## config.mk

```make
export PLATFORM = sky130hd
export DESIGN_NAME = kbd_host_tx
export DESIGN_NICKNAME = d
export VERILOG_FILES = /design/src/rtl/kbd_ps2_pkg.sv /design/src/rtl/kbd_edge_sync.sv /design/src/rtl/kbd_host_tx.sv
export SDC_FILE = /design/constraint.sdc
export NUM_CORES = 1
export LEC_CHECK = 0
export BUFFER_PORTS_ARGS = -buffer_cell sky130_fd_sc_hd__buf_2
export CORE_MARGIN = 3
export CORE_UTILIZATION = 55
export DETAILED_ROUTE_END_ITERATION = 12
export PLACE_DENSITY = 0.82
export RECOVER_POWER = 100
export SETUP_SLACK_MARGIN = 0.2
export SLEW_MARGIN = 20
export SYNTH_ARGS = -nofsm -noshare
export SYNTH_HDL_FRONTEND = slang
export SYNTH_SLANG_ARGS = --single-unit
```

## constraint.sdc

```tcl
create_clock -name clk -period 1.95 [get_ports clk]
set_input_delay 0.195 -clock clk [delete_from_list [all_inputs] [get_ports clk]]
set_output_delay 0.195 -clock clk [all_outputs]
set_load 0.05 [all_outputs]
```

## src/rtl/kbd_ps2_pkg.sv

```systemverilog
`default_nettype none
// ============================================================================
// kbd_ps2_pkg : shared PS/2 frame constants, FSM encodings and error codes
// Rev 1.0
// ============================================================================
package kbd_ps2_pkg;

    typedef logic [2:0] state_t;

    localparam state_t ST_IDLE      = 3'd0;
    localparam state_t ST_INHIBIT   = 3'd1;
    localparam state_t ST_RTS       = 3'd2;
    localparam state_t ST_SEND      = 3'd3;
    localparam state_t ST_ACK       = 3'd4;
    localparam state_t ST_WAIT_IDLE = 3'd5;

    localparam logic [1:0] ERR_NONE    = 2'b00;
    localparam logic [1:0] ERR_TIMEOUT = 2'b01;
    localparam logic [1:0] ERR_NOACK   = 2'b10;

    localparam int         DATA_BITS   = 8;
    localparam logic [3:0] PARITY_EDGE = 4'd9;
    localparam logic [3:0] STOP_EDGE   = 4'd10;
    localparam logic [3:0] ACK_EDGE    = 4'd11;

    function automatic logic odd_parity(input logic [DATA_BITS-1:0] d);
        return ~^d;
    endfunction

endpackage
`default_nettype wire

```

## src/rtl/kbd_edge_sync.sv

```systemverilog
`default_nettype none
// ============================================================================
// kbd_edge_sync : synchronizer for kbdclk/kbddata plus kbdclk falling-edge detect
// Rev 1.0
// ============================================================================
module kbd_edge_sync #(
    parameter int SYNC_STAGES = 2
) (
    input  logic clk,
    input  logic rst,
    input  logic kbdclk_i,
    input  logic kbddata_i,
    output logic kbdclk_o,
    output logic kbddata_o,
    output logic fall_o
);

    logic [SYNC_STAGES-1:0] clk_sync_q;
    logic [SYNC_STAGES-1:0] data_sync_q;
    logic                   clk_prev_q;

    // Lines idle high, so reset the chains to 1 to avoid a spurious fall.
    generate
        if (SYNC_STAGES > 1) begin : g_chain
            always_ff @(posedge clk or posedge rst) begin
                if (rst) begin
                    clk_sync_q  <= '1;
                    data_sync_q <= '1;
                end else begin
                    clk_sync_q  <= {clk_sync_q[SYNC_STAGES-2:0], kbdclk_i};
                    data_sync_q <= {data_sync_q[SYNC_STAGES-2:0], kbddata_i};
                end
            end
        end else begin : g_single
            always_ff @(posedge clk or posedge rst) begin
                if (rst) begin
                    clk_sync_q  <= '1;
                    data_sync_q <= '1;
                end else begin
                    clk_sync_q  <= kbdclk_i;
                    data_sync_q <= kbddata_i;
                end
            end
        end
    endgenerate

    always_ff @(posedge clk or posedge rst) begin
        if (rst) begin
            clk_prev_q <= 1'b1;
        end else begin
            clk_prev_q <= kbdclk_o;
        end
    end

    assign kbdclk_o  = clk_sync_q[SYNC_STAGES-1];
    assign kbddata_o = data_sync_q[SYNC_STAGES-1];
    assign fall_o    = clk_prev_q & ~kbdclk_o;

endmodule
`default_nettype wire

```

## src/rtl/kbd_host_tx.sv

```systemverilog
`default_nettype none
// ============================================================================
// kbd_host_tx : PS/2 host-to-keyboard command byte transmitter
// Rev 1.0
// ============================================================================
module kbd_host_tx
    import kbd_ps2_pkg::*;
#(
    parameter int INHIBIT_CYC = 5000,
    parameter int TIMEOUT_CYC = 750000,
    parameter int SYNC_STAGES = 2
) (
    input  logic       clk,
    input  logic       rst,
    input  logic       tx_valid,
    input  logic [7:0] tx_data,
    output logic       tx_ready,
    input  logic       kbdclk_in,
    input  logic       kbddata_in,
    output logic       kbdclk_oe,
    output logic       kbddata_oe,
    output logic       busy,
    output logic       done,
    output logic       err,
    output logic [1:0] err_code
);

    localparam int CNT_W = (INHIBIT_CYC > 1) ? $clog2(INHIBIT_CYC + 1) : 1;
    localparam int TMO_W = (TIMEOUT_CYC > 1) ? $clog2(TIMEOUT_CYC + 1) : 1;

    logic                 w_clk_s;
    logic                 w_data_s;
    logic                 w_fall;

    state_t               state_q,    state_d;
    logic [DATA_BITS-1:0] data_q,     data_d;
    logic                 par_q,      par_d;
    logic [3:0]           bitcnt_q,   bitcnt_d;
    logic [CNT_W-1:0]     cnt_q,      cnt_d;
    logic [TMO_W-1:0]     tmo_q,      tmo_d;
    logic                 clk_oe_q,   clk_oe_d;
    logic                 data_oe_q,  data_oe_d;
    logic                 done_q,     done_d;
    logic                 err_q,      err_d;
    logic [1:0]           err_code_q, err_code_d;

    logic                 w_tmo_hit;
    logic                 w_do_tmo;
    logic [3:0]           w_next_bit;

    kbd_edge_sync #(
        .SYNC_STAGES (SYNC_STAGES)
    ) u_sync (
        .clk       (clk),
        .rst       (rst),
        .kbdclk_i  (kbdclk_in),
        .kbddata_i (kbddata_in),
        .kbdclk_o  (w_clk_s),
        .kbddata_o (w_data_s),
        .fall_o    (w_fall)
    );

    assign w_tmo_hit  = (tmo_q == TMO_W'(TIMEOUT_CYC - 1));
    assign w_next_bit = bitcnt_q + 4'd1;

    always_comb begin
        state_d    = state_q;
        data_d     = data_q;
        par_d      = par_q;
        bitcnt_d   = bitcnt_q;
        cnt_d      = cnt_q;
        tmo_d      = tmo_q;
        clk_oe_d   = clk_oe_q;
        data_oe_d  = data_oe_q;
        done_d     = 1'b0;
        err_d      = 1'b0;
        err_code_d = err_code_q;
        w_do_tmo   = 1'b0;

        case (state_q)
            ST_IDLE: begin
                clk_oe_d  = 1'b0;
                data_oe_d = 1'b0;
                if (tx_valid) begin
                    data_d     = tx_data;
                    par_d      = odd_parity(tx_data);
                    err_code_d = ERR_NONE;
                    cnt_d      = '0;
                    clk_oe_d   = 1'b1;
                    state_d    = ST_INHIBIT;
                end
            end
            ST_INHIBIT: begin
                if (cnt_q == CNT_W'(INHIBIT_CYC - 1)) begin
                    cnt_d     = '0;
                    data_oe_d = 1'b1;
                    state_d   = ST_RTS;
                end else begin
                    cnt_d = cnt_q + CNT_W'(1);
                end
            end
            ST_RTS: begin
                // Start bit stays driven low; the device now owns the clock.
                clk_oe_d = 1'b0;
                tmo_d    = '0;
                bitcnt_d = '0;
                state_d  = ST_SEND;
            end
            ST_SEND: begin
                if (w_tmo_hit) begin
                    w_do_tmo = 1'b1;
                end else begin
                    tmo_d = tmo_q + TMO_W'(1);
                    if (w_fall) begin
                        bitcnt_d = w_next_bit;
                        if (w_next_bit == PARITY_EDGE) begin
                            data_oe_d = ~par_q;
                        end else if (w_next_bit == STOP_EDGE) begin
                            data_oe_d = 1'b0;
                            state_d   = ST_ACK;
                        end else begin
                            data_oe_d = ~data_q[bitcnt_q[2:0]];
                        end
                    end
                end
            end
            ST_ACK: begin
                if (w_fall) begin
                    bitcnt_d = ACK_EDGE;
                    cnt_d    = '0;
                    state_d  = ST_WAIT_IDLE;
                    if (!w_data_s) begin
                        done_d = 1'b1;
                    end else begin
                        err_d      = 1'b1;
                        err_code_d = ERR_NOACK;
                    end
                end else if (w_tmo_hit) begin
                    w_do_tmo = 1'b1;
                end else begin
                    tmo_d = tmo_q + TMO_W'(1);
                end
            end
            ST_WAIT_IDLE: begin
                clk_oe_d  = 1'b0;
                data_oe_d = 1'b0;
                if (w_clk_s && w_data_s) begin
                    if (cnt_q != '0) begin
                        cnt_d   = '0;
                        state_d = ST_IDLE;
                    end else begin
                        cnt_d = CNT_W'(1);
                    end
                end else begin
                    cnt_d = '0;
                end
            end
            default: begin
                clk_oe_d  = 1'b0;
                data_oe_d = 1'b0;
                state_d   = ST_IDLE;
            end
        endcase

        if (w_do_tmo) begin
            clk_oe_d   = 1'b0;
            data_oe_d  = 1'b0;
            err_d      = 1'b1;
            err_code_d = ERR_TIMEOUT;
            cnt_d      = '0;
            state_d    = ST_WAIT_IDLE;
        end
    end

    always_ff @(posedge clk or posedge rst) begin
        if (rst) begin
            state_q    <= ST_IDLE;
            data_q     <= '0;
            par_q      <= 1'b0;
            bitcnt_q   <= '0;
            cnt_q      <= '0;
            tmo_q      <= '0;
            clk_oe_q   <= 1'b0;
            data_oe_q  <= 1'b0;
            done_q     <= 1'b0;
            err_q      <= 1'b0;
            err_code_q <= ERR_NONE;
        end else begin
            state_q    <= state_d;
            data_q     <= data_d;
            par_q      <= par_d;
            bitcnt_q   <= bitcnt_d;
            cnt_q      <= cnt_d;
            tmo_q      <= tmo_d;
            clk_oe_q   <= clk_oe_d;
            data_oe_q  <= data_oe_d;
            done_q     <= done_d;
            err_q      <= err_d;
            err_code_q <= err_code_d;
        end
    end

    assign tx_ready   = (state_q == ST_IDLE);
    assign busy       = (state_q != ST_IDLE);
    assign kbdclk_oe  = clk_oe_q;
    assign kbddata_oe = data_oe_q;
    assign done       = done_q;
    assign err        = err_q;
    assign err_code   = err_code_q;

endmodule
`default_nettype wire

```

==> metrics.md <==
| Metric | Value |
|---|---|
| Status | finished, violations left |
| Failing checks | setup timing |
| Worst Path Max Fanout | 8 |
| Largest net degree at the start of global routing | 25 |
| Via Count | 3646 |
| Flops & latches, synth | 60 |
| ANT nets after route | 0 |
| CP required | approximately 2.2 ns |
| Post-synthesis cell type count | 60 |
| Setup Crit Path Kind | flop to flop |
| Synth Net Count | 370 |
| Die area | 7050 sq um |
| Synth cell count leaders | 55 x dfrtp_1, 41 x nor2_1, 32 x nand2_1 |
| GPL Wtd Cong | 0.923 |
| Adder-Cell Fraction of Synth Area | 0.0224 |
| GRT Total Usage | 0.315 |
| I/O Buffers | 20 |
| Residual DRC | 0 |
| Final period util | 1.14 |
| CP arrival | 2.44 ns |
| Placeable Area | 5710 sq um |
| CP startpoint kind | flop |
| WL/cell | 23.6 um |
| Hold slack | 0.103 ns |
| Root Driver | clkbuf_8 |
| Synth area leaders | dfrtp_1 41%, xnor2_1 5.8%, nor2_1 4.6% |
| EDFF count, synth | 0 |
| Area grow syn2layout | 46.7% |
| Leakage power figure | between 2 and 2.5 nW |
| Tmin final | 2.22 ns |
| H-Tree Depth | 3 |
| Detailed Place HPWL | 6310 um |
| Worst Tran Pin Value | 0.902 ns |
| Maximum vdd drop | 0.00106 V |
| Sink Count | 60 |
| Post-Synth XOR/XNOR Area | 0.0733 |
| RSZ-0062 raised after global routing | true |
| Setup violators final | 50 |
| Register area share after synthesis | 0.451 |
| First-pass GRT wire length | 17500 um |
| Proportion of synthesized area in mux cells | 0.0531 |
| Final Hold Viols | 0 |
| Post-layout util | 0.859 |
| Io pins | 21 |
| Row cnt | 27 |
| Cell with the most instances after synthesis | dfrtp_1 |
| Worst rel slew slack | 0.398 |
| Final slew viol count | 0 |
| Max-cap violations | 0 |
| Worst skew pair latency | roughly 0.35 ns |
| Post-Syn Instances | approximately 350 |
| Synth Cell Area | 3340 sq um |
| Nets | 489 |
| Post-Syn Area per Cell | around 9.5 sq um |
| DR iter-0 viols | 392 |
| Post-synth top area share | 0.412 |
| Initial antenna violation count | 1 |
| Num CTS Buffers | 9 |
| Reg clk slew, reported paths | 0.07 ns |
| Tightest Hold Check Type | input pin to flop |
| Ys Warns | 0 |
| Die width | 84.0 um |
| Max Freq | 451 MHz |
| Fraction of registers with async set or reset after synthesis | 1.00 |
| PwrDens | 1360 nW/um^2 |
| Vias in the first global route | 3554 |
| Initial DRT Pass Iterations | 5 |
| Post-place setup slack | -0.151 ns |
| Yosys top cell by area | dfrtp_1 |
| Setup ws final | -0.267 ns |
| Die H | approximately 84 um |
| CTS Buffer Depth | 2 |
| Share of post-route cells with drive strength above 1 | 0.446 |
| Clk_skew | 0.0115 ns |
| Post-Synth Simple-Gate Area | 0.247 |
| Global route overflow | 0 |
| Complex-gate fraction of the synthesized area | 0.122 |
| Vias per cell | roughly 6.7 |
| Initial core utilization | 0.586 |
| Synth Flop Type | dfrtp_1 |
| CTS tree | yes |
| Final wirelength | about 13000 um |
| Largest family of logic cells by synthesized area | simple AND/OR/NAND/NOR gates |
| CP endpoint kind | flop |
-- repair_timing --
item / in CTS / in global routing
endpoints found under the setup margin: 43 / 44
cloned: 1 / 0
resized for setup: 55 / 46
pin swaps: 36 / 34
setup buffers: 20 / 10
hold buffers: 3 / 0
endpoints found under the hold margin: 18 / 0
-- report_power, final --
group | total (mW) | switching [mW] | internal, mW
registers | 1.73 | 0.225 | 1.50
clock network | 0.994 | 0.508 | 0.486
logic | 3.94 | 2.18 | 1.76
total | 6.66 | 2.91 | 3.75
-- stage by stage --
stage	total power, mW	instance area [sq um]	std cells	setup TNS, ns
global route	6.91	4900	548	-9.76
CTS	5.91	4680	537	-1.03
detailed placement	4.36	4110	497	-2.00
global placement	4.22	4110	497	-0.792
finish	6.66	4900	548	-6.99
floorplan	3.56	3520	351	-0.0619
-- state kept, by name (all words and copies together), names as in the netlist, 2 cells and up --
signal              count
err_code                2
u_sync.clk_sync_q       2
bitcnt_q                4
tmo_q                  20
cnt_q                  13
data_q                  8
u_sync.data_sync_q      2
state_q                 3
-- layout make-up --
| class | instances | area (sq um) |
|---|---|---|
| Timing Repair Buffer | 121 | 922 |
| Sequential cell | 60 | 1510 |
| Clock inverter | 5 | 27.5 |
| Multi-Input combinational cell | 266 | 2170 |
| Clock buffer | 11 | 141 |
| Inverter | 12 | 45.0 |
| Antenna cell | 1 | 2.50 |
| Fill cell | 250 | 805 |
| Tap cell | 72 | 90.1 |
-- metal layers --
| layer | global-route usage | vias up | share of wire |
|---|---|---|---|
| met5 | 0 | - | 0 |
| met3 | 0.0533 | 112 | 0.088 |
| li1 | - | 1492 | - |
| met1 | 0.371 | 1746 | 0.35 |
| met2 | 0.539 | 296 | 0.49 |
| met4 | 0.181 | 0 | 0.075 |
-- worst max-delay path, stage by stage, from the launching register on --
cell and delay (ns):
dfrtp_1 0.41, nor4b_4 0.36, nand4_1 0.22, buf_4 0.20, o41ai_4 0.36, buf_6 0.22
nor4_1 0.08, xnor2_1 0.18, nor2_1 0.06
-- path summary, 6_finish.rpt --
path	from	endpoint	slack [ns]	cells past startpoint
worst max-delay path	tmo_q[9]$_DFFE_PP0P_	tmo_q[7]$_DFFE_PP0P_	-0.27	8
worst min-delay path	tx_data[7]	data_q[7]$_DFFE_PP0P_	0.10	2
worst max register to register	tmo_q[9]$_DFFE_PP0P_	tmo_q[7]$_DFFE_PP0P_	-0.27	8
worst min register to register	u_sync.clk_sync_q[0]$_DFF_PP1_	u_sync.clk_sync_q[1]$_DFF_PP1_	0.36	0
max in group asynchronous	rst	tmo_q[19]$_DFFE_PP0P_	0.27	4
min in group asynchronous	rst	cnt_q[4]$_DFFE_PP0P_	0.59	3
-- cells by family after synthesis --
logic type               count (synthesis)
flip-flops                              60
multiplexers                            14
AO/OA/AOI/OAI                           59
AND/OR/NAND/NOR                        159
buffers and inverters                   25
adder cells (fa/ha/maj)                  6
XOR/XNOR                                28
-- cells in the final DEF, fill, tap and decap left out, types with 4 or more instances in the layout --
master    Yosys  final
a21oi_1      13      8
a21oi_2       0      5
buf_2         2     15
buf_4         0     74
buf_6         1     20
clkbuf_1     10      8
clkbuf_8      0     10
clkinv_2      0      4
dfrtp_1      55     55
dfstp_2       5      5
inv_1        11      9
mux2_4        0      8
nand2_1      32     26
nand2_2       1      4
nand3_1      23     20
nand3b_1      4      4
nand4_1       7      7
nor2_1       41     37
nor2b_1       5      5
nor3_1       12      4
nor3_2        1      4
nor3_4        0      5
nor4_1        7      4
nor4_4        0      4
o21ai_0      18      5
o21ai_1       0      6
o21ai_2       2      7
o31ai_1       9      6
xnor2_1      22     22
xor2_1        6      6
Note: power is estimated with default switching activity, not from simulation.
